<file path="config.mk">
export PLATFORM = sky130hd
export DESIGN_NAME = color_classifier
export DESIGN_NICKNAME = d
export VERILOG_FILES = /design/src/rtl/color_classifier_pkg.sv /design/src/rtl/color_debounce.sv /design/src/rtl/color_classifier.sv
export SDC_FILE = /design/constraint.sdc
export NUM_CORES = 1
export LEC_CHECK = 0
export ABC_AREA = 1
export ABC_CLOCK_PERIOD_IN_PS = 6100
export BUFFER_PORTS_ARGS = -buffer_cell sky130_fd_sc_hd__buf_4
export CAP_MARGIN = 25
export CORE_MARGIN = 1.5
export CORE_UTILIZATION = 30
export DETAILED_ROUTE_END_ITERATION = 6
export PLACE_DENSITY_LB_ADDON = 0.05
export SYNTH_ARGS = -nofsm -noshare
export SYNTH_HDL_FRONTEND = slang
export SYNTH_SLANG_ARGS = --single-unit
</file>
<file path="constraint.sdc">
create_clock -name clk -period 6.1 [get_ports clk]
set_clock_uncertainty 0.2 [all_clocks]
set_input_delay 0.61 -clock clk [delete_from_list [all_inputs] [get_ports clk]]
set_output_delay 0.61 -clock clk [all_outputs]
set_load 0.01 [all_outputs]
</file>
<file path="src/rtl/color_classifier_pkg.sv">
// Shared definitions for the colour classifier.
//  - COL_* : colour codes, also consumed by downstream track/marker logic
//  - cc_state_t : classifier sequencing states
//  - classify() : priority classification of one mapped RGB triplet
package color_classifier_pkg;

    localparam logic [2:0] COL_UNKNOWN = 3'd0;
    localparam logic [2:0] COL_RED     = 3'd1;
    localparam logic [2:0] COL_GREEN   = 3'd2;
    localparam logic [2:0] COL_BLUE    = 3'd3;
    localparam logic [2:0] COL_WHITE   = 3'd4;
    localparam logic [2:0] COL_BLACK   = 3'd5;

    typedef enum logic [2:0] {
        ST_IDLE,
        ST_LATCH,
        ST_SUM,
        ST_CLASSIFY,
        ST_UPDATE
    } cc_state_t;

    // Margin compares are widened to 11 bits so channel + margin cannot wrap.
    function automatic logic [2:0] classify(
        input logic [9:0]  r,
        input logic [9:0]  g,
        input logic [9:0]  b,
        input logic [11:0] total,
        input logic [11:0] dark_thresh,
        input logic [11:0] white_thresh,
        input logic [9:0]  margin
    );
        logic [10:0] r11, g11, b11, m11;
        r11 = {1'b0, r};
        g11 = {1'b0, g};
        b11 = {1'b0, b};
        m11 = {1'b0, margin};
        if (total < dark_thresh)
            return COL_BLACK;
        else if (r11 >= g11 + m11 && r11 >= b11 + m11)
            return COL_RED;
        else if (g11 >= r11 + m11 && g11 >= b11 + m11)
            return COL_GREEN;
        else if (b11 >= r11 + m11 && b11 >= g11 + m11)
            return COL_BLUE;
        else if (total >= white_thresh)
            return COL_WHITE;
        else
            return COL_UNKNOWN;
    endfunction

endpackage

</file>
<file path="src/rtl/color_debounce.sv">
// Debounces the raw colour code across consecutive samples.
//  clk, reset : clock, synchronous active-high reset
//  update     : a new raw code is present on raw this cycle
//  flush      : sensor went stale; forget candidate and force UNKNOWN
//  raw        : raw classification of the current sample
//  color      : debounced colour code
//  changed    : one-cycle pulse when color takes a new value
module color_debounce
    import color_classifier_pkg::*;
#(
    parameter int unsigned STABLE_COUNT = 3
) (
    input  logic       clk,
    input  logic       reset,
    input  logic       update,
    input  logic       flush,
    input  logic [2:0] raw,
    output logic [2:0] color,
    output logic       changed
);

    localparam int unsigned CW = $clog2(STABLE_COUNT + 1);
    localparam logic [CW-1:0] STABLE = CW'(STABLE_COUNT);

    logic [2:0]    candidate, cand_next;
    logic [CW-1:0] count, count_next;

    always_comb begin
        cand_next  = candidate;
        count_next = count;
        if (raw == candidate) begin
            if (count < STABLE)
                count_next = count + CW'(1);
        end else begin
            cand_next  = raw;
            count_next = CW'(1);
        end
    end

    always_ff @(posedge clk) begin
        if (reset) begin
            candidate <= COL_UNKNOWN;
            count     <= '0;
            color     <= COL_UNKNOWN;
            changed   <= 1'b0;
        end else begin
            changed <= 1'b0;
            if (flush) begin
                candidate <= COL_UNKNOWN;
                count     <= '0;
                color     <= COL_UNKNOWN;
            end else if (update) begin
                candidate <= cand_next;
                count     <= count_next;
                if (count_next == STABLE && cand_next != color) begin
                    color   <= cand_next;
                    changed <= 1'b1;
                end
            end
        end
    end

endmodule

</file>
<file path="src/rtl/color_classifier.sv">
// Classifies RGB pulse-count triplets into colour codes, debounces them
// and flags a stale sensor.
//  clk, reset    : clock, synchronous active-high reset
//  rgb_valid     : one-cycle strobe, red/green/blue hold a new triplet
//  red/green/blue: 10-bit filter pulse counts (10'h3FF means underflow -> 0)
//  color         : debounced colour code (COL_*)
//  color_valid   : one-cycle pulse, a sample finished classification
//  color_changed : one-cycle pulse with color_valid when color changed
//  stale         : high while no rgb_valid for TIMEOUT_CYCLES
//  overrun       : one-cycle pulse, strobe arrived while busy and was dropped
module color_classifier
    import color_classifier_pkg::*;
#(
    parameter logic [11:0] DARK_THRESH    = 12'd60,
    parameter logic [11:0] WHITE_THRESH   = 12'd900,
    parameter logic [9:0]  DOM_MARGIN     = 10'd40,
    parameter int unsigned STABLE_COUNT   = 3,
    parameter logic [31:0] TIMEOUT_CYCLES = 32'd100000000
) (
    input  logic       clk,
    input  logic       reset,
    input  logic       rgb_valid,
    input  logic [9:0] red,
    input  logic [9:0] green,
    input  logic [9:0] blue,
    output logic [2:0] color,
    output logic       color_valid,
    output logic       color_changed,
    output logic       stale,
    output logic       overrun
);

    cc_state_t state, state_next;

    logic        accept;
    logic        timeout_hit;
    logic [9:0]  in_r, in_g, in_b;
    logic [9:0]  r_q, g_q, b_q;
    logic [11:0] total;
    logic [2:0]  raw_code;
    logic [31:0] timer;

    assign accept = (state == ST_IDLE) && rgb_valid;

    // Fires on the single cycle the timer steps onto TIMEOUT_CYCLES.
    assign timeout_hit = !accept && (timer == TIMEOUT_CYCLES - 32'd1);

    always_ff @(posedge clk) begin
        if (reset)
            state <= ST_IDLE;
        else
            state <= state_next;
    end

    always_comb begin
        state_next = state;
        case (state)
            ST_IDLE:     if (rgb_valid) state_next = ST_LATCH;
            ST_LATCH:    state_next = ST_SUM;
            ST_SUM:      state_next = ST_CLASSIFY;
            ST_CLASSIFY: state_next = ST_UPDATE;
            ST_UPDATE:   state_next = ST_IDLE;
            default:     state_next = ST_IDLE;
        endcase
    end

    // Inputs are captured on the accepting edge since they are only
    // guaranteed during the strobe; the underflow mapping is applied in LATCH.
    always_ff @(posedge clk) begin
        if (reset) begin
            in_r        <= '0;
            in_g        <= '0;
            in_b        <= '0;
            r_q         <= '0;
            g_q         <= '0;
            b_q         <= '0;
            total       <= '0;
            raw_code    <= COL_UNKNOWN;
            color_valid <= 1'b0;
            overrun     <= 1'b0;
        end else begin
            color_valid <= (state == ST_UPDATE);
            overrun     <= rgb_valid && (state != ST_IDLE);
            if (accept) begin
                in_r <= red;
                in_g <= green;
                in_b <= blue;
            end
            if (state == ST_LATCH) begin
                r_q <= (in_r == 10'h3FF) ? 10'd0 : in_r;
                g_q <= (in_g == 10'h3FF) ? 10'd0 : in_g;
                b_q <= (in_b == 10'h3FF) ? 10'd0 : in_b;
            end
            if (state == ST_SUM)
                total <= {2'b00, r_q} + {2'b00, g_q} + {2'b00, b_q};
            if (state == ST_CLASSIFY)
                raw_code <= classify(r_q, g_q, b_q, total,
                                     DARK_THRESH, WHITE_THRESH, DOM_MARGIN);
        end
    end

    always_ff @(posedge clk) begin
        if (reset) begin
            timer <= '0;
            stale <= 1'b0;
        end else if (accept) begin
            timer <= '0;
            stale <= 1'b0;
        end else if (timer != TIMEOUT_CYCLES) begin
            timer <= timer + 32'd1;
            if (timeout_hit)
                stale <= 1'b1;
        end
    end

    color_debounce #(
        .STABLE_COUNT (STABLE_COUNT)
    ) u_debounce (
        .clk     (clk),
        .reset   (reset),
        .update  (state == ST_UPDATE),
        .flush   (timeout_hit),
        .raw     (raw_code),
        .color   (color),
        .changed (color_changed)
    );

endmodule

</file>
# ---- Word level (Yosys, flattened, before mapping)
# Index checks and enable logic that the tools add are counted.
dict set report totals {
  ff_bits 122
  inputBits 33
  output_inout_bits 7
}
dict set report classes {
  addsub 7
  n_lt_le_gt_ge 9
  eq_ne 13
  n_mux 14
  bitwise 1
  reduce_logical 15
}
# op count
set op_table {}
lappend op_table {{>= comparator 10 x 11 -> 1 bit} 6}
lappend op_table {{adder 10 x 6 -> 11 bit, second input constant} 3}
lappend op_table {{adder 32 x 1 -> 32 bit, second input constant} 1}
lappend op_table {{equality test 32 x 27 -> 1 bit, second input constant} 1}
lappend op_table {{!= test 32 x 27 -> 1 bit, second input constant} 1}
lappend op_table {{equality test 10 bit, second input constant} 3}
lappend op_table {{2-to-1 mux 10 bit} 3}
lappend op_table {{2-to-1 mux 3 bit} 7}
lappend op_table {{adder 11 x 10 -> 12 bit} 1}
lappend op_table {{>= comparator 12 x 10 -> 1 bit, second input constant} 1}
lappend op_table {{< comparator 12 x 6 -> 1 bit, second input constant} 1}
lappend op_table {{one-hot mux 3 bit (4 select lines)} 1}
lappend op_table {{adder 10 x 10 -> 11 bit} 1}
lappend op_table {{logical AND 1 bit} 7}
lappend op_table {{equality test 3 x 2 -> 1 bit, second input constant} 2}
lappend op_table {{2-to-1 mux 2 bit} 2}
lappend op_table {{AND reduction 2 bit} 2}
lappend op_table {{OR reduction 2 bit} 2}
lappend op_table {{equality test 3 x 1 -> 1 bit, second input constant} 1}
lappend op_table {{equality test 3 bit} 1}
lappend op_table {{equality test 3 bit, second input constant} 1}
lappend op_table {{zero test 3 bit} 1}
lappend op_table {{!= test 3 bit} 1}
lappend op_table {{nonzero test 3 bit} 1}
lappend op_table {{8 further kinds} 8}

# ---- Depth between registers and ports, before layout
# Gate-level depths: netlist of run 1.
dict set report depth {
  ltp_word 7
  mapped_depth 17
}

# ---- By module
# Synthesis of run 1 repeated with hierarchy kept, for this count alone.
dict set report unflattened {
  hier_cells 1045
  area_unflattened_um2 7511.0
}
# module instances cells_per_inst area_each_um2 seq_area_each_um2
set by_module_without_submodules {}
lappend by_module_without_submodules {color_classifier 1 975 7056.8 2222.1}
lappend by_module_without_submodules {color_debounce 1 70 454.2 180.2}

# ---- Worst setup path before layout of run 1
# OpenSTA, ideal clock, no wires.
dict set report synth_path {
  kind {register -> register}
  from {register r_q[0]}
  to {register total[7]}
  arrival_time_ns 2.324
  required_time_ns 5.785
  path_slack_ns 3.461
  stages_incl_launch_ff 13
  path_buffers 0
  synth_period_minus_slack_ns 2.639
  path_cell_list {dfxtp_1 -> inv_1 -> fa_1 -> inv_1 -> ha_1 -> inv_1 -> fa_1 -> o21ai_0 -> a21oi_1 -> o21ai_0 -> xor2_1 -> o21ai_0 -> inv_1}
}
dict set report synth_via {
  elab_chain_len 2
}
# item line
set synth_rtl {}
lappend synth_rtl {{start: declaration} color_classifier.sv:38} ;# logic [9:0] r_q, g_q, b_q;
lappend synth_rtl {{start signal: assignment} color_classifier.sv:90} ;# r_q <= (in_r == 10'h3FF) ? 10'd0 : in_r;
lappend synth_rtl {{adder 10 x 10 -> 11 bit} color_classifier.sv:95} ;# total <= {2'b00, r_q} + {2'b00, g_q} + {2'b00, b_q};
lappend synth_rtl {{adder 11 x 10 -> 12 bit} color_classifier.sv:95}
lappend synth_rtl {{end signal: assignment} color_classifier.sv:95}
lappend synth_rtl {{end: declaration} color_classifier.sv:39} ;# logic [11:0] total;
# Every way passes these cells.
# A chain may end at the register's enable or synchronous reset.

# ---- Final worst setup path of run 1
# Same ends and word-level chain as after synthesis.

==> results of run 1 <==
-- registers in the layout (all words and copies together) (netlist names), 10 cells and up --
signal and flops:
timer 32, total 10, in_r 10, b_q 10, in_g 10, r_q 10, g_q 10, in_b 10
-- worst min-delay path: stages, from the launching register on --
cell and delay [ns]:
dfxtp_1 0.31, inv_1 0.04, a21oi_1 0.05
-- cells in the final DEF, fill, tap and decap left out, drive strengths merged, types with 3 or more instances in the layout --
cell,n
nor2,72
bufinv,3
buf,44
nand4,22
a31oi,4
clkinv,7
o21a,3
clkbuf,17
nand3,59
a21o,4
fa,11
dfxtp,120
xnor2,8
nand2,205
nor4,6
a21oi,121
a211oi,21
nand3b,6
nor3,24
or2,3
inv,142
ha,67
o21ai,62
xor2,20
-- power by group --
part | internal [mW] | leakage, nW | total, mW | switching, mW
Clock | 0.654 | 0.307 | 1.08 | 0.423
Sequential | 0.829 | 0.979 | 0.893 | 0.0638
Combinational | 0.175 | 2.39 | 0.451 | 0.276
Total | 1.66 | 3.68 | 2.42 | 0.763
-- final timing paths --
path,startpoint,endpoint,cells past startpoint
worst max-delay path,r_q[0],total[7],12
worst min-delay path,stale,stale,2
worst max register to register,r_q[0],total[7],12
worst min register to register,stale,stale,2
-- area by class of cell --
cell class | instances | area share
well taps | 324 | 0.0470
multi-input cells | 724 | 0.503
clock buffers | 17 | 0.0493
repair buffers | 44 | 0.0406
clock inverters | 15 | 0.0219
flip-flops and latches | 120 | 0.278
inverters | 137 | 0.0596
-- per-stage QoR --
step	power (mW)	worst slack [ns]	cells	util
finish	2.42	3.10	1381	0.357
global placement	1.37	3.13	1348	0.331
floorplan	1.22	3.46	1008	-
global route	2.57	2.90	1381	0.357
detailed placement	1.37	3.08	1348	0.331
CTS	2.46	3.06	1380	0.356
-- cell families (layout without fill, tap and decap cells) --
logic type               after synthesis  after routing  share of synthesized area
adder cells (fa/ha/maj)               78             78                      0.144
AND/OR/NAND/NOR                      401            401                      0.255
AO/OA/AOI/OAI                        217            217                      0.158
flip-flops                           120            120                      0.326
buffers and inverters                164            213                     0.0841
XOR/XNOR                              28             28                     0.0333
-- metal layers --
metal,wire (µm),global-route usage
met5,0,0
met2,8710,0.258
met1,10900,0.243
met4,140,0.0377
met3,676,0.0317
==> reports/metrics.cfg, run 1 <==
[detailed_routing]
drt_drc_violations_left = 0
drtPass1Iterations = 5
detailedRoute.firstIterationViolations = 295
dr_total_vias = 6420
finalWirelength_um = 20400
avgRoutedWirePerCell_um = 14.8
detail_route.vias_per_cell = 4.65
route.antenna.remaining_nets = 0

[worst_setup_path]
timing.critical_path.max_delay_family = adder cells
slowest_stage = fa_1
worstSetupPathType = flip-flop to flip-flop
timing.critical_path.arrival_ns = 3.11
worst-path-max-fanout = 4
ff2ff_setup_slack_ns = 3.10
most_frequent_cell_on_the_critical_path = inv_1
setup.worst_path.end_class = flip-flop
cp_num_buf_inv = 4
critical_path.max_stage_delay_ns = 0.45
worstPathRequired_ns = 6.21
critical_path.cell_chain = inv_1 > fa_1 > inv_1 > ha_1 > inv_1 > fa_1 > o21ai_0 > a21oi_1 > o21ai_0 > xor2_1 > o21ai_0 > inv_1
startpoint_type = flip-flop

[die]
initial_utilization = 0.305
fp.coreArea_um2 = 24200
die_width_um = 160
ioPinCount = 40
die_area_um2 = 25500
dieHeight_um = 160
rows = 57

[timing]
timing_hold_violations_final = 0
relSlewSlack = 0.569
final-setup-viol-count = 0
timing.setup.tns_ns = 0
max_slew.worst_pin.slew_ns = 0.638
max_clock_freq_ghz = 0.333
holdWs_ns = 0.253
grt_setup_unrepaired = no
post-route-period-util = 0.492
layout_min_cycle_time_ns = 3.00
drv_slew = 0

[global_routing]
antenna_found_initial = 0
overall_track_demand_over_capacity_in_global_routing = 0.168
grt_pass1_wl_um = 33800
grt_start_max_net_pins = 47
grt.overflow.total = 0
vias_in_the_first_global_route = 6387

[final_layout]
fin_nets = 1155
n_antenna_cell = 0
final_area_um2 = 8630
multi_input_comb_area_um2 = 4350
drive_gt1_frac = 0.105
ff_latch_area_um2 = 2400
fill_cells = 2597
synthToLayoutAreaGrowth_pct = 17.2

[cts]
cts_max_level = 4
clk_path_buf_depth = 2
clockRootBuffer = clkbuf_16
clk_pin_slew_ns = 0.06
ctsHoldBuffers = 0
cts-resized-gates = 0
cts_tree = yes
cts_made_buffers = 17
postCtsSetupBuffers = 0
worstSkewPairLatency_ns = 0.42
tritoncts_num_sinks = 120

[worst_hold_path]
timing.hold.worst.class = flip-flop to flip-flop

[synthesis]
syn-mean-instance-area_um2 = 7.31
yosysTopAreaCell = dfxtp_1
ys_top_cells_by_area = dfxtp_1 (33%), ha_1 (11%), nand2_1 (10%)
sequential_to_total_area_share_from_yosys_stat = 0.326
syn-instance-count = 1008
synth_most_common_cell = nand2_1
post_synth_num_cell_types = 40
async_reset_ff_frac = 0
ys.warnings.count = 0
syn-num-nets = 1119
number_of_synthesized_flops_with_an_enable_pin = 0
synth_top_cells_by_count = nand2_1 (199), inv_1 (130), a21oi_1 (121), dfxtp_1 (120), ha_1 (67)
ys_dominant_reg_cell = dfxtp_1
postSynthRegisterBits = 120
netlist_area_um2 = 7370
synth_top_area_frac = 0.326

[pwr]
power-per-cell-area_nw_per_um2 = 280
power.ir.vdd_worst_uv = 154
power.leakage_nw = 3.68

[placement]
routabilityCongestion = 0.749
hpwl_detailed_um = 15500
post_dp_cell_area_um2 = 7990
port_buffers = 39

[run_status]
outcome = finished, final reports clean

[flow_run]
cap_viol_max_count = 0

(Power assumes the default switching activity.)
==> run 2: changes to the inputs <==
- ABC_AREA: 1 -> 0
- ABC_CLOCK_PERIOD_IN_PS: 6100 -> 2680
- clock period: 6.1 -> 2.68 ns (I/O delays scaled with it)
==> reports/metrics.cfg, run 2 <==
[synthesis]
syn-mean-instance-area_um2 = 8.53
synth_top_cells_by_count = dfxtp_1 (120), nand2_1 (110), nor2_1 (87), ha_1 (67), a21oi_1 (62)
synth_simple_gate_area_share = 0.224
syn-instance-count = 788
yosysTopAreaCell = dfxtp_1
complex_gate_fraction_of_the_synthesized_area = 0.146
post_synth_num_cell_types = 59
number_of_synthesized_flops_with_an_enable_pin = 0
synth_top_family_by_area = simple AND/OR/NAND/NOR gates
ys_top_cells_by_area = dfxtp_1 (36%), ha_1 (12%), nand2_1 (6.1%)
adder_cell_fraction_of_synth_area = 0.159
async_reset_ff_frac = 0
post_synthesis_mux_area_share = 0.0104
ys_dominant_reg_cell = dfxtp_1
netlist_area_um2 = 6720
sequential_to_total_area_share_from_yosys_stat = 0.357
ys.warnings.count = 0
synth_top_area_frac = 0.357
syn-num-nets = 899
synth_most_common_cell = dfxtp_1
postSynthRegisterBits = 120
yosys.area_share.xor_xnor = 0.0702

[global_routing]
overall_track_demand_over_capacity_in_global_routing = 0.167
grt_start_max_net_pins = 42
groute.layer.met1.usage = 0.215
busiest_metal_layer_after_global_routing = met2
grt.overflow.total = 0
antenna_found_initial = 0
grt.met3_usage = 0.0324
grt_pass1_wl_um = 31000
grt.met2_usage = 0.289
vias_in_the_first_global_route = 5918

[detailed_routing]
detailedRoute.firstIterationViolations = 215
dr_total_vias = 5930
avgRoutedWirePerCell_um = 15.5
drtPass1Iterations = 4
route.antenna.remaining_nets = 0
detail_route.vias_per_cell = 4.85
finalWirelength_um = 19000
drt_drc_violations_left = 0

[worst_setup_path]
worstSetupPathType = flip-flop to flip-flop
timing.critical_path.arrival_ns = 2.91
worstPathRequired_ns = 2.79
worst-path-max-fanout = 5
startpoint_type = flip-flop
setup.worst_path.end_class = flip-flop

[cts]
clk_pin_slew_ns = 0.06
worstSkewPairLatency_ns = 0.42
clk_path_buf_depth = 2
cts_max_level = 4
cts_made_buffers = 17
cts_tree = yes
clockRootBuffer = clkbuf_16
tritoncts_num_sinks = 120

[run_status]
failed_checks = negative setup slack
outcome = complete, but fails checks

[placement]
place_inst = 1156
routabilityCongestion = 0.841
hpwl_detailed_um = 14700
port_buffers = 39

[final_layout]
ff_latch_area_um2 = 2440
n_antenna_cell = 0
drive_gt1_frac = 0.236
most_frequent_cells_in_the_layout = buf_4 (119), nand2_1 (110), dfxtp_1 (104), nor2_1 (86), ha_1 (61)
multi_input_comb_area_um2 = 4330
commonest_non_fill_non_tap_cell_in_the_layout = buf_4
number_of_flip_flops_in_the_largest_register = 32
final_core_utilization = 0.414
finish.cell_count_without_fillers = 1223
fill_cells = 2232
regMostFlops = timer
synthToLayoutAreaGrowth_pct = 35.0
fin_nets = 1041

[timing]
timing.final.ws_setup_ns = -0.121
drv_slew = 0
max_clock_freq_ghz = 0.357
layout_min_cycle_time_ns = 2.80
grt_setup_unrepaired = yes
final-setup-viol-count = 3
max_slew.worst_pin.slew_ns = 0.853
holdWs_ns = 0.0890
relSlewSlack = 0.429
timing_hold_violations_final = 0
post-route-period-util = 1.05

[die]
fp.coreArea_um2 = 21900
initial_utilization = 0.307
die_area_um2 = 23300
ioPinCount = 40
dieHeight_um = 153
rows = 54
die_width_um = 153

[pwr]
power-per-cell-area_nw_per_um2 = 537
post-layout-total-power_mw = 4.87
power.ir.vdd_worst_uv = 373
power.leakage_nw = 3.70

[flow_run]
cap_viol_max_count = 0

[worst_hold_path]
timing.hold.worst.class = input pin to flip-flop

-- run 2: cell types whose count changed in the layout (fill, tap and decap cells not counted), moves of 31 or more --
cell           delta
a21oi_1          -65
buf_4            +76
dlygate4sd3_1    +31
inv_1           -105
nand2_1          -89
nand3_1          -31
o21ai_0          -42
-- run 2: cells by family (layout without fill, tap and decap cells) --
kind of cell / count (synthesis) / after routing
DFF: 120 / 120
adders and majority gates: 79 / 79
and+or+nand+nor: 316 / 316
buffers and inverters: 56 / 211
xor gates and xnor gates: 53 / 53
AOI/OAI and AO/OA: 157 / 157
muxes: 7 / 7
-- run 2: metrics by stage --
step	TNS (ns)	worst slack (ns)	instance area, µm²
after global routing	-0.961	-0.296	9070
final	-0.255	-0.121	9070
after detailed placement	-1.08	-0.256	7930
after CTS	-0.386	-0.134	8990
after global placement	-0.733	-0.179	7930
after floorplan	0	0.00292	6800
-- run 2: worst paths after layout --
path	cells after the start	endpoint	startpoint	slack, ns
worst max-delay path	12	raw_code[2]	g_q[3]	-0.12
worst min-delay path	2	r_q[9]	reset	0.09
worst max register to register	12	raw_code[2]	g_q[3]	-0.12
worst min register to register	2	total[10]	total[10]	0.26
-- run 2: repair_timing --
action,4_1_cts,5_1_grt
buffers inserted,3,1
resized for setup,33,17
hold buffers,31,0
endpoints found under the setup margin,7,8
hold endpoints to repair,33,0
pin swaps,19,16
-- run 2: final cells by class --
type,instances,area share
sequential,120,0.269
clock buffer,19,0.0488
multi-input combinational,612,0.477
inverter,27,0.0112
tap,280,0.0386
clock inverter,13,0.0188
timing repair buffer,152,0.137
-- run 2: power breakdown --
part           internal [mW]  leakage, nW  total, mW  switching (mW)
registers               1.84        0.982       1.92          0.0717
logic                  0.253         2.42      0.572           0.319
clock network           1.50        0.298       2.39           0.888
total                   3.59         3.70       4.87            1.28
-- run 2: routing by layer --
metal  up-vias  routed length (µm)
li1       3046                   -
met4         0                 167
met5         -                   0
met2        65                9380
met1      2808                9030
met3        11                 396
-- run 2: critical path, cell delays in order, from the launching register on --
cell and delay [ns]:
dfxtp_4 0.37, ha_4 0.17, o21ai_4 0.13, xor2_2 0.17, ha_1 0.26, a21oi_1 0.15
o21ai_1 0.08, a21o_1 0.20, maj3_2 0.35, a21oi_4 0.18, nor4_4 0.06, o21a_1 0.20
a2111oi_2 0.19
